File: src/rtl/control_unit.sv
// Instruction-sequencing FSM for the 8-bit accumulator datapath: fetch/decode/execute
// for NOR, ADD, STA, JCC. State is registered; strobes decode combinationally from state.
module control_unit #(
   parameter logic [1:0] OP_NOR = 2'b00,
   parameter logic [1:0] OP_ADD = 2'b01,
   parameter logic [1:0] OP_STA = 2'b10,
   parameter logic [1:0] OP_JCC = 2'b11
) (
   input  logic       clk,
   input  logic       rst,
   input  logic       ce,
   input  logic [1:0] opcode,
   input  logic       carry,
   output logic       mem_en,
   output logic       mem_we,
   output logic       sel_addr,
   output logic       load_ir,
   output logic       inc_pc,
   output logic       load_pc,
   output logic       load_acc,
   output logic       alu_sel,
   output logic       load_carry,
   output logic       clear_carry,
   output logic [1:0] state
);

   typedef enum logic [1:0] {
      FETCH  = 2'd0,
      DECODE = 2'd1,
      EXEC   = 2'd2,
      ALU    = 2'd3
   } state_t;

   state_t cur, nxt;

   always_ff @(posedge clk) begin
      if (rst)
         cur <= FETCH;
      else if (ce)
         cur <= nxt;
   end

   always_comb begin
      nxt = FETCH;
      case (cur)
         FETCH:  nxt = DECODE;
         DECODE: nxt = EXEC;
         EXEC:   nxt = (opcode == OP_NOR || opcode == OP_ADD) ? ALU : FETCH;
         ALU:    nxt = FETCH;
         default: nxt = FETCH;
      endcase
   end

   // Gating by rst here means a reset mid-instruction suppresses that cycle's write/load.
   always_comb begin
      mem_en      = 1'b0;
      mem_we      = 1'b0;
      sel_addr    = 1'b0;
      load_ir     = 1'b0;
      inc_pc      = 1'b0;
      load_pc     = 1'b0;
      load_acc    = 1'b0;
      alu_sel     = 1'b0;
      load_carry  = 1'b0;
      clear_carry = 1'b0;
      if (!rst && ce) begin
         case (cur)
            FETCH: begin
               mem_en = 1'b1;
            end
            DECODE: begin
               load_ir = 1'b1;
               inc_pc  = 1'b1;
            end
            EXEC: begin
               if (opcode == OP_STA) begin
                  mem_en   = 1'b1;
                  mem_we   = 1'b1;
                  sel_addr = 1'b1;
               end else if (opcode == OP_JCC) begin
                  load_pc     = ~carry;
                  clear_carry = carry;
               end else begin
                  mem_en   = 1'b1;
                  sel_addr = 1'b1;
               end
            end
            ALU: begin
               load_acc   = 1'b1;
               alu_sel    = (opcode == OP_ADD);
               load_carry = (opcode == OP_ADD);
            end
            default: ;
         endcase
      end
   end

   assign state = cur;

endmodule

File: config.mk
export PLATFORM = sky130hd
export DESIGN_NAME = control_unit
export DESIGN_NICKNAME = d
export VERILOG_FILES = /design/src/rtl/control_unit.sv
export SDC_FILE = /design/constraint.sdc
export NUM_CORES = 1
export LEC_CHECK = 0
export ABC_AREA = 0
export ABC_CLOCK_PERIOD_IN_PS = 1200
export CAP_MARGIN = 15
export CORE_AREA = 8 8 45 47
export DETAILED_ROUTE_END_ITERATION = 8
export DIE_AREA = 0 0 53 55
export GPL_ROUTABILITY_DRIVEN = 0
export PLACE_DENSITY = 0.54
export SLEW_MARGIN = 20
export SYNTH_ARGS = -nofsm -noshare
export SYNTH_HDL_FRONTEND = slang
export SYNTH_SLANG_ARGS = --single-unit
File: constraint.sdc
create_clock -name clk -period 1.2 [get_ports clk]
set_clock_uncertainty 0.05 [all_clocks]
set_input_delay 0.24 -clock clk [delete_from_list [all_inputs] [get_ports clk]]
set_output_delay 0.24 -clock clk [all_outputs]
set_load 0.005 [all_outputs]
# Yosys cells after proc, flatten, opt, wreduce, memory -nomap -nowiden
# Cells that the tools add are included.
# W data, S select, Z words.
[classes] n_eq_ne=6 mux=25 bitwise=1 n_reduce_logical=5
[op_table] operator="$mux W1" n=22
[op_table] operator="$eq A2 B2 Y1 const B" n=4
[op_table] operator="$pmux W2 S4" n=1
[op_table] operator="$eq A2 B1 Y1 const B" n=2
[op_table] operator="$logic_not A2 Y1" n=2
[op_table] operator="$mux W2" n=1
[op_table] operator="$pmux W1 S2" n=1
[op_table] operator="$logic_and A1 B1 Y1" n=1
[op_table] operator="$logic_not A1 Y1" n=1
[op_table] operator="$logic_or A1 B1 Y1" n=1
[op_table] operator="$not A1 Y1" n=1
[word_totals] reg_bits=2 in_bits=6 wordCells=38

# Logic depth before layout (Yosys ltp)
[depth] depth_word=5 mapped_depth=4

# Worst setup path after synthesis
# Ideal clock, no wire load.
[synth_path] path_type="register to output" start="reg cur[1] (netlist: state[1])" end="out mem_we" arrival_ns=0.992 path_slack_ns=-0.082 stages_incl_launch_ff=4 path_buffers=0 cell_sequence="dfxtp_1 nand2_2 or3_4 nor3b_2"
[synth_via] elab_chain_len=3
[synth_lines] item="start, declared" line_no="34" source="state_t cur, nxt;"
[synth_lines] item="start signal, assigned" line_no="40" source="cur <= nxt;"
[synth_lines] item="$eq A2 B2 Y1" line_no="67" source="case (cur)"
[synth_lines] item="$mux W1" line_no="67"
[synth_lines] item="$mux W1" line_no="66" source="if (!rst && ce) begin"
[synth_lines] item="end, declared" line_no="15" source="output logic mem_we,"
# Every way passes these cells.

# Final worst setup path
[layout_path] start="reg cur[1] (netlist: state[1])" end="out load_pc"
[layout_via] elab_chain_len=3
[layout_lines] item="$eq A2 B2 Y1" line_no="67"
[layout_lines] item="$mux W1" line_no="67"
[layout_lines] item="$mux W1" line_no="66"
[layout_lines] item="end, declared" line_no="19" source="output logic load_pc,"
# Every way passes these cells.

==> run metrics <==
post-synth net total=32; Clk Tree Root Cell=clkbuf_4; PwrDens=722 nW/um^2; commonest non-fill, non-tap cell in the layout=buf_2; post-synth cell types=17; layout net count=59; CP Max Fanout=3; Die Ht=55 um; Vias per Instance=4.22; final critical-path required period=1600 ps; Critical Path Source Type=flop; worst setup margin=-403 ps; Max Slew Vio Count=0; Area Overhead vs Synth=114%; Peak VDD IR=0.385 mV; failing checks=setup timing; Vias=283; clk sinks=2; Final Hold Vio Count=0; number of diodes=0; DRC Markers=0; Core Area=1380 um^2; initial antenna violation count=0; DR WL met3=103 um; layout cell share with drive strength beyond 1=60.8%; Static Leakage=0.000210 uW; clk buf depth=2; Initial Utilization=14.4%; Setup Slack @ Placement=-963 ps; Die W=53 um; largest net degree at the start of global routing=9; Fmax=624 MHz; vias in the first global route=265; commonest non-fill, non-tap cells in the layout=buf_2, buf_4; status=finished with violations; Reg clk slew, reported paths=30 ps; TritonCTS clock tree=yes; dpl hpwl=583 um; Synth Area per Inst=7.65 um^2; YS warnings=0; crit path DAT=1310 ps; first drt pass iteration count=1; number of top-level pins=18; Total Wirelength=723 um; cell row count=14; total overflow reported by the global router=0; PortBufs=17; WP data required=910 ps; first-pass GRT wire length=1170 um; Setup crit end kind=primary output; post-synthesis sequential area ratio=20.1%; drt initial violations=0; Tcrit/Tclk final=134%; # fillers=169; Met1 Wirelength=344 um; Clock Latency Late Sink=220 ps; met2 routed WL=252 um; die area=2920 um^2; Routed Antenna Nets=0; slew margin rel.=85.9%; Largest register FFs=2; highest routed metal layer=met4; RSZ-0062 raised after global routing=yes; Netlist Area Pre-Place=199 um^2; wire per inst=10.8 um; final core utilization=30.7%; register area=42.5 um^2; Tightest Pin Transition=211 ps; CTS Buf Count=3; HP Class=in -> reg; # setup viols final=10; max cap viols=0; multi-input gate area in the final layout=155 um^2; #FFs+latches synth=2; gr usage total=5.68%; Syn Inst Count=26; crit path kind=reg -> out; CTS HTree Levels=1
==> per-stage QoR <==
stage	cell area, um^2	total power, uW	setup TNS (ps)	hold slack (ps)	instances
5_1_grt	425	325	-3070	294	67
3_5_place_dp	422	169	-9090	516	63
3_3_place_gp	422	167	-9100	508	63
6_report	425	307	-2480	291	67
4_1_cts	429	317	-2560	339	67
2_1_floorplan	201	104	-45.1	252	26
==> final timing paths <==
| kind | endpoint | depth (start not counted) | slack (ps) | startpoint |
|---|---|---|---|---|
| worst max-delay path | load_pc | 5 | -400 | state[1] |
| worst min-delay path | state[0] | 3 | 290 | rst |
| worst max register to register | state[1] | 4 | 380 | state[0] |
| worst min register to register | state[1] | 3 | 510 | state[1] |
==> report_power, final <==
group	total, uW	internal, uW	switching (uW)
registers	75.7	72.9	2.83
clock network	146	110	35.7
logic	85.7	49.4	36.4
==> layer usage <==
layer	track usage, %	vias up
met5	0	-
met4	6.47	0
met3	2.94	4
met2	6.84	18
met1	6.52	120
li1	-	141
==> synthesized netlist by cell type <==
cell type,instances,area (um^2)
a21oi_1,3,15.0
nor2_1,3,11.3
and3b_1,2,17.5
buf_4,2,15.0
dfxtp_1,2,40.0
nand2_1,2,7.51
nand3_1,2,10.0
and3_2,1,7.51
and3b_2,1,10.0
nand2_2,1,6.26
nand2b_1,1,6.26
nand3b_1,1,7.51
nor2b_1,1,6.26
nor3_1,1,5.00
nor3_2,1,10.0
nor3b_2,1,12.5
or3_4,1,11.3
==> cell families (layout without fill, tap and decap cells) <==
family | Yosys count | count (layout) | synth area share, %
buf+inv | 2 | 27 | 7.54
simple gates | 19 | 19 | 64.8
flops | 2 | 2 | 20.1
compound gates | 3 | 3 | 7.54
==> layout make-up <==
| type | instances | area share (%) |
|---|---|---|
| tap | 16 | 4.71 |
| clock buffer | 3 | 5.29 |
| timing repair buffer | 24 | 43.5 |
| multi-input combinational | 22 | 36.5 |
| sequential | 2 | 10.0 |
==> what timing repair did <==
action                                  in CTS  in global routing
resized for setup                           52                  3
endpoints found under the setup margin      12                 11
setup buffers                                1                  0
pin swaps                                    3                  1
hold buffers                                 0                  0
endpoints found under the hold margin        0                  0
==> worst max-delay path: stages (launching register included) <==
cell and delay, ps:
dfxtp_2 320, nand2_2 50, or3_4 330, buf_6 130
nor3_2 130, buf_2 130
Power figures use the tool's default switching activity.
